File: config.mk
export PLATFORM = sky130hd
export DESIGN_NAME = neopixel_frame_sequencer
export DESIGN_NICKNAME = d
export VERILOG_FILES = /design/src/rtl/neopix_pkg.sv /design/src/rtl/neopixel_frame_sequencer_refresh_timer.sv /design/src/rtl/neopixel_frame_sequencer.sv
export SDC_FILE = /design/constraint.sdc
export NUM_CORES = 1
export LEC_CHECK = 0
export CORE_UTILIZATION = 47
export CTS_CLUSTER_DIAMETER = 150
export DETAILED_ROUTE_END_ITERATION = 10
export PLACE_DENSITY_LB_ADDON = 0.08
export SKIP_LAST_GASP = 1
export SLEW_MARGIN = 10
export SYNTH_ARGS = -nofsm -noshare
export SYNTH_HDL_FRONTEND = slang
export SYNTH_SLANG_ARGS = --single-unit
File: constraint.sdc
create_clock -name CLOCK_50 -period 2 [get_ports CLOCK_50]
set_clock_uncertainty 0.2 [all_clocks]
set_input_delay 0.3 -clock CLOCK_50 [delete_from_list [all_inputs] [get_ports CLOCK_50]]
set_output_delay 0.3 -clock CLOCK_50 [all_outputs]
set_load 0.01 [all_outputs]
File: src/rtl/neopix_pkg.sv
// Shared types and the per-pixel colour rule for the pong strip frame sequencer.
package neopix_pkg;

    typedef struct packed {
        logic [7:0] r;
        logic [7:0] g;
        logic [7:0] b;
    } color_t;

    localparam logic [7:0] LEVEL_DEFAULT = 8'd250;

    localparam color_t COLOR_OFF   = '{r: 8'd0,          g: 8'd0,          b: 8'd0};
    localparam color_t COLOR_WHITE = '{r: LEVEL_DEFAULT, g: LEVEL_DEFAULT, b: LEVEL_DEFAULT};
    localparam color_t COLOR_RED   = '{r: LEVEL_DEFAULT, g: 8'd0,          b: 8'd0};
    localparam color_t COLOR_BLUE  = '{r: 8'd0,          g: 8'd0,          b: LEVEL_DEFAULT};

    typedef enum logic [2:0] {
        IDLE     = 3'd0,
        SNAP     = 3'd1,
        LOAD     = 3'd2,
        WAIT_RDY = 3'd3,
        GO       = 3'd4
    } seq_state_t;

    // Priority: game over, ball, left paddle, right paddle. A ball index past
    // last_idx never matches, so it is simply not drawn.
    function automatic color_t pixel_color(
        input logic [15:0] idx,
        input logic [15:0] ball,
        input logic [15:0] last_idx,
        input logic        left_paddle,
        input logic        right_paddle,
        input logic        game_over,
        input logic [7:0]  level
    );
        color_t c;
        if (game_over) begin
            c = '{r: level, g: 8'd0, b: 8'd0};
        end else if (idx == ball) begin
            c = '{r: level, g: level, b: level};
        end else if ((idx == 16'd0) && left_paddle) begin
            c = '{r: 8'd0, g: 8'd0, b: level};
        end else if ((idx == last_idx) && right_paddle) begin
            c = '{r: level, g: 8'd0, b: 8'd0};
        end else begin
            c = COLOR_OFF;
        end
        return c;
    endfunction

endpackage

File: src/rtl/neopixel_frame_sequencer_refresh_timer.sv
// Free-running refresh counter; emits a registered one-cycle tick on each wrap.
module refresh_timer #(
    parameter int REFRESH_CYCLES = 833_333,
    localparam int CNT_W = (REFRESH_CYCLES > 1) ? $clog2(REFRESH_CYCLES) : 1
) (
    input  logic clk,
    input  logic rst,
    output logic tick
);

    logic [CNT_W-1:0] count_r;
    logic             tick_r;

    // Counter 0..REFRESH_CYCLES-1 with tick raised for the cycle after the wrap.
    always_ff @(posedge clk or posedge rst) begin
        if (rst) begin
            count_r <= '0;
            tick_r  <= 1'b0;
        end else if (count_r == CNT_W'(REFRESH_CYCLES - 1)) begin
            count_r <= '0;
            tick_r  <= 1'b1;
        end else begin
            count_r <= count_r + CNT_W'(1);
            tick_r  <= 1'b0;
        end
    end

    assign tick = tick_r;

endmodule

File: src/rtl/neopixel_frame_sequencer.sv
// Snapshots game state on each refresh request and streams one colour per pixel
// into the NeopixelController, then fires go once the controller is ready.
module neopixel_frame_sequencer
    import neopix_pkg::*;
#(
    parameter int         NUM_PIXELS     = 8,
    parameter int         REFRESH_CYCLES = 833_333,
    parameter logic [7:0] LEVEL          = 8'd250,
    localparam int        PIX_W          = $clog2(NUM_PIXELS)
) (
    input  logic             CLOCK_50,
    input  logic             reset,
    input  logic [PIX_W-1:0] ball_pos,
    input  logic             left_paddle,
    input  logic             right_paddle,
    input  logic             game_over,
    input  logic             force_refresh,
    input  logic             ready,
    output logic [PIX_W-1:0] pixel,
    output logic [7:0]       red,
    output logic [7:0]       green,
    output logic [7:0]       blue,
    output logic             load,
    output logic             go,
    output logic             frame_done,
    output logic             overrun
);

    localparam logic [PIX_W-1:0] LAST_IDX = PIX_W'(NUM_PIXELS - 1);

    seq_state_t       state_r, state_s;
    logic [PIX_W-1:0] idx_r, idx_s;
    logic [PIX_W-1:0] snap_ball_r, snap_ball_s;
    logic             snap_left_r, snap_left_s;
    logic             snap_right_r, snap_right_s;
    logic             snap_over_r, snap_over_s;
    logic             overrun_r, overrun_s;
    logic             tick_s;
    logic             frame_req_s;

    logic [PIX_W-1:0] pixel_r, pixel_s;
    color_t           color_r, color_s;
    logic             load_r, load_s;
    logic             go_r, go_s;

    refresh_timer #(
        .REFRESH_CYCLES(REFRESH_CYCLES)
    ) u_refresh_timer (
        .clk  (CLOCK_50),
        .rst  (reset),
        .tick (tick_s)
    );

    assign frame_req_s = tick_s | force_refresh;

    // Next-state, snapshot capture and the next value of every registered output.
    always_comb begin
        state_s      = state_r;
        idx_s        = idx_r;
        snap_ball_s  = snap_ball_r;
        snap_left_s  = snap_left_r;
        snap_right_s = snap_right_r;
        snap_over_s  = snap_over_r;
        overrun_s    = overrun_r;

        case (state_r)
            IDLE: begin
                if (frame_req_s) begin
                    state_s = SNAP;
                end else begin
                    state_s = IDLE;
                end
            end
            SNAP: begin
                snap_ball_s  = ball_pos;
                snap_left_s  = left_paddle;
                snap_right_s = right_paddle;
                snap_over_s  = game_over;
                idx_s        = '0;
                state_s      = LOAD;
            end
            LOAD: begin
                if (idx_r == LAST_IDX) begin
                    state_s = WAIT_RDY;
                end else begin
                    idx_s   = idx_r + PIX_W'(1);
                    state_s = LOAD;
                end
            end
            WAIT_RDY: begin
                if (ready) begin
                    state_s = GO;
                end else begin
                    state_s = WAIT_RDY;
                end
            end
            GO: begin
                state_s = IDLE;
            end
            default: begin
                state_s = IDLE;
            end
        endcase

        // Requests are never queued; a request mid-frame only marks the overrun.
        if (frame_req_s && (state_r != IDLE)) begin
            overrun_s = 1'b1;
        end else begin
            overrun_s = overrun_r;
        end

        load_s = (state_s == LOAD);
        go_s   = (state_s == GO);
        if (load_s) begin
            pixel_s = idx_s;
            color_s = pixel_color(16'(idx_s), 16'(snap_ball_s), 16'(LAST_IDX),
                                  snap_left_s, snap_right_s, snap_over_s, LEVEL);
        end else begin
            pixel_s = '0;
            color_s = COLOR_OFF;
        end
    end

    // State, snapshot and output registers.
    always_ff @(posedge CLOCK_50 or posedge reset) begin
        if (reset) begin
            state_r      <= IDLE;
            idx_r        <= '0;
            snap_ball_r  <= '0;
            snap_left_r  <= 1'b0;
            snap_right_r <= 1'b0;
            snap_over_r  <= 1'b0;
            overrun_r    <= 1'b0;
            pixel_r      <= '0;
            color_r      <= COLOR_OFF;
            load_r       <= 1'b0;
            go_r         <= 1'b0;
        end else begin
            state_r      <= state_s;
            idx_r        <= idx_s;
            snap_ball_r  <= snap_ball_s;
            snap_left_r  <= snap_left_s;
            snap_right_r <= snap_right_s;
            snap_over_r  <= snap_over_s;
            overrun_r    <= overrun_s;
            pixel_r      <= pixel_s;
            color_r      <= color_s;
            load_r       <= load_s;
            go_r         <= go_s;
        end
    end

    assign pixel      = pixel_r;
    assign red        = color_r.r;
    assign green      = color_r.g;
    assign blue       = color_r.b;
    assign load       = load_r;
    assign go         = go_r;
    assign frame_done = go_r;
    assign overrun    = overrun_r;

endmodule

==> impl_metrics.py <==
metrics = {
    "status": {
        "outcome": "finished clean",
    },
    "cts": {
        "cts_buffers": 5,
        "insertion_delay_ns": 0.30,
        "cts_tree": "done",
        "htreeDepth": 2,
        "cts-root-buf": "clkbuf_8",
        "clockBufferDepth": 2,
        "numClockSinks": 42,
        "clk_pin_slew_ns": 0.08,
    },
    "routing": {
        "wl_met1_mm": 1.71,
        "drc": 0,
        "via_per_inst": 5.11,
        "drt-total-wl_mm": 4.28,
        "drtIter0Drc": 78,
        "ant_nets": 0,
        "first_pass_iters": 4,
        "met3_length_um": 133,
        "vias": 1518,
        "wl_per_cell_um": 14.4,
        "top_layer": "met4",
        "met2_length_mm": 2.36,
    },
    "flow_run": {
        "maxCapViolCount": 0,
    },
    "yosys": {
        "yosys.area.top_type": "dfrtp_1",
        "ys_types": 44,
        "netlist_area_um2": 2170,
        "yosysWarnings": 0,
        "synthCells": 205,
        "synth.area.top_cells": "dfrtp_1, buf_4, xnor2_1",
        "synth-edff-count": 0,
        "syn_avg_cell_area_um2": 10.6,
        "synth_top_area_frac": 0.484,
        "ys_async_sr_fraction": 1.00,
        "synth_top_flop_cell": "dfrtp_1",
        "seq_area_frac_synth": 0.484,
        "synth_seq_cells": 42,
    },
    "power": {
        "max-vdd-ir-drop_uv": 520,
        "p_per_area_nw_per_um2": 1270,
        "p_leak_nw": 1.20,
    },
    "worst_setup_path": {
        "required_ns": 2.01,
        "r2r-start": "idx_r[1]$_DFF_PP0_",
        "reg2regPathDepth": 7,
        "cp-start-kind": "flop",
        "cp_max_fo": 4,
        "reg2reg_slack_ns": 0.04,
        "critPathLaunch": "idx_r[1]$_DFF_PP0_",
        "crit_type": "reg2reg",
        "slowest_delay_ns": 0.42,
        "crit_chain": "ha_4 > a21boi_4 > buf_6 > or3b_4 > nand4_1 > nand4b_4 > o31ai_1",
        "arrival_ns": 1.97,
        "crit_slowest_cell": "dfrtp_1",
        "worst_setup_path_end_kind": "flop",
        "timing.rr.end": "blue[6]$_DFF_PP0_",
        "critPathCapture": "blue[6]$_DFF_PP0_",
    },
    "layout": {
        "mostFrequentLayoutCell": "dfrtp_1",
        "final_nets": 257,
        "diodes": 0,
        "mostFrequentLayoutCells": "dfrtp_1, clkdlybuf4s50_1, nor2_1, buf_4, nand2_1",
        "drive_gt1_frac": 0.196,
        "area_growth_pct": 24.9,
    },
    "global_route": {
        "gr-usage-all-layers": 0.187,
        "grt_max_degree": 43,
        "grt_pass1_vias": 1598,
        "grt_pass1_wl_mm": 7.12,
        "antenna_found_initial": 0,
        "overflow": 0,
    },
    "floorplanning": {
        "core_um2": 4410,
        "ios": 41,
        "die_h_um": 70,
        "die_w_um": 70,
        "die_area_um2": 4900,
        "start_util": 0.492,
        "num_rows": 24,
    },
    "sta": {
        "setup_tns_ns": 0,
        "finalHoldViolCount": 0,
        "min_period_ns": 1.96,
        "worst_slack_ns": 0.0431,
        "holdWs_ns": 0.156,
        "fmax_mhz": 511,
        "min_period_over_period": 0.978,
        "setup_viol": 0,
        "slew_viol_final": 0,
        "rsz0062_at_grt": "yes",
    },
    "placed_design": {
        "place_ws_ns": -0.00930,
        "globalplace.congestion": 0.843,
        "dp_hpwl_mm": 3.09,
        "portBuffers": 34,
    },
    "worst_hold_path": {
        "hold_path_class": "in2async",
    },
}
[Yosys cell counts, drive strengths merged, types with 6 or more instances]
cell,n
nor3,8
nand4,8
inv,10
buf,27
mux2,6
xnor2,10
dfrtp,42
nor2,22
nand2,12
xor2,9
nand3,10
[per-layer routing]
layer,vias up,global-route usage
met2,29,0.346
met4,0,0.0889
met5,-,0
met1,737,0.200
met3,7,0.0390
li1,745,-
[repair_timing]
item | 4_1_cts | 5_1_grt
hold buffers | 0 | 0
pin swaps | 1 | 10
resized for setup | 1 | 9
setup endpoints to repair | 2 | 4
gates cloned | 0 | 0
setup buffers | 2 | 3
hold endpoints to repair | 0 | 0
[how the worst min path moves through the flow]
| stage | endpoint | cells after the start |
|---|---|---|
| 2_1_floorplan | state_r[1]$_DFF_PP0_ | 1 |
| 3_3_place_gp | overrun$_DFFE_PP0P_ | 1 |
| 3_5_place_dp | overrun$_DFFE_PP0P_ | 1 |
| 4_1_cts | state_r[0]$_DFF_PP0_ | 3 |
| 5_1_grt | u_refresh_timer.count_r[19]$_DFF_PP0_ | 3 |
| 6_report | u_refresh_timer.count_r[19]$_DFF_PP0_ | 3 |
[critical path, delay by kind of cell, from the launching register on]
| family | cells | cell delay, ns |
|---|---|---|
| buffers and inverters | 1 | 0.13 |
| AO/OA/AOI/OAI | 2 | 0.30 |
| AND/OR/NAND/NOR | 3 | 0.66 |
| adder cells (fa/ha/maj) | 1 | 0.17 |
| flip-flops | 1 | 0.42 |
[sequential cells by signal, summed over array words and instances, names as in the netlist, 3 cells and up]
register and cells:
state_r 3, u_refresh_timer.count_r 20, idx_r 3, snap_ball_r 3
pixel 3
[where the power goes]
part	switching (mW)	total [mW]	leakage, nW	internal [mW]
sequential	0.119	1.14	0.535	1.02
clock	0.289	0.662	0.0514	0.372
combinational	0.762	1.64	0.611	0.878
total	1.17	3.45	1.20	2.28
[cell families (layout without fill, tap and decap cells)]
logic type,after synthesis,in the layout,share of synthesized area
AOI/OAI and AO/OA,17,17,0.0674
buffers and inverters,37,72,0.108
and+or+nand+nor,80,80,0.211
adders and majority gates,3,3,0.0173
DFF,42,42,0.484
xor gates and xnor gates,19,19,0.0766
other,1,6,0.00173
muxes,6,6,0.0345
[metrics by stage]
step           area (um^2)  total power, mW   util  std cells
2_1_floorplan         2190             2.13      -        210
3_3_place_gp          2530             2.57  0.572        284
3_5_place_dp          2530             2.63  0.572        284
4_1_cts               2650             3.33  0.601        294
5_1_grt               2720             3.64  0.615        297
6_report              2720             3.45  0.615        297
[cell type report]
type                            instances  area (um^2)
Clock inverter                          2         37.5
Multi-Input combinational cell        131          940
Fill cell                             370         1700
Sequential cell                        42         1050
Clock buffer                            6         72.6
Inverter                               10         37.5
Tap cell                               52         65.1
Timing Repair Buffer                   54          510
Note: power is estimated with default switching activity, not from simulation.
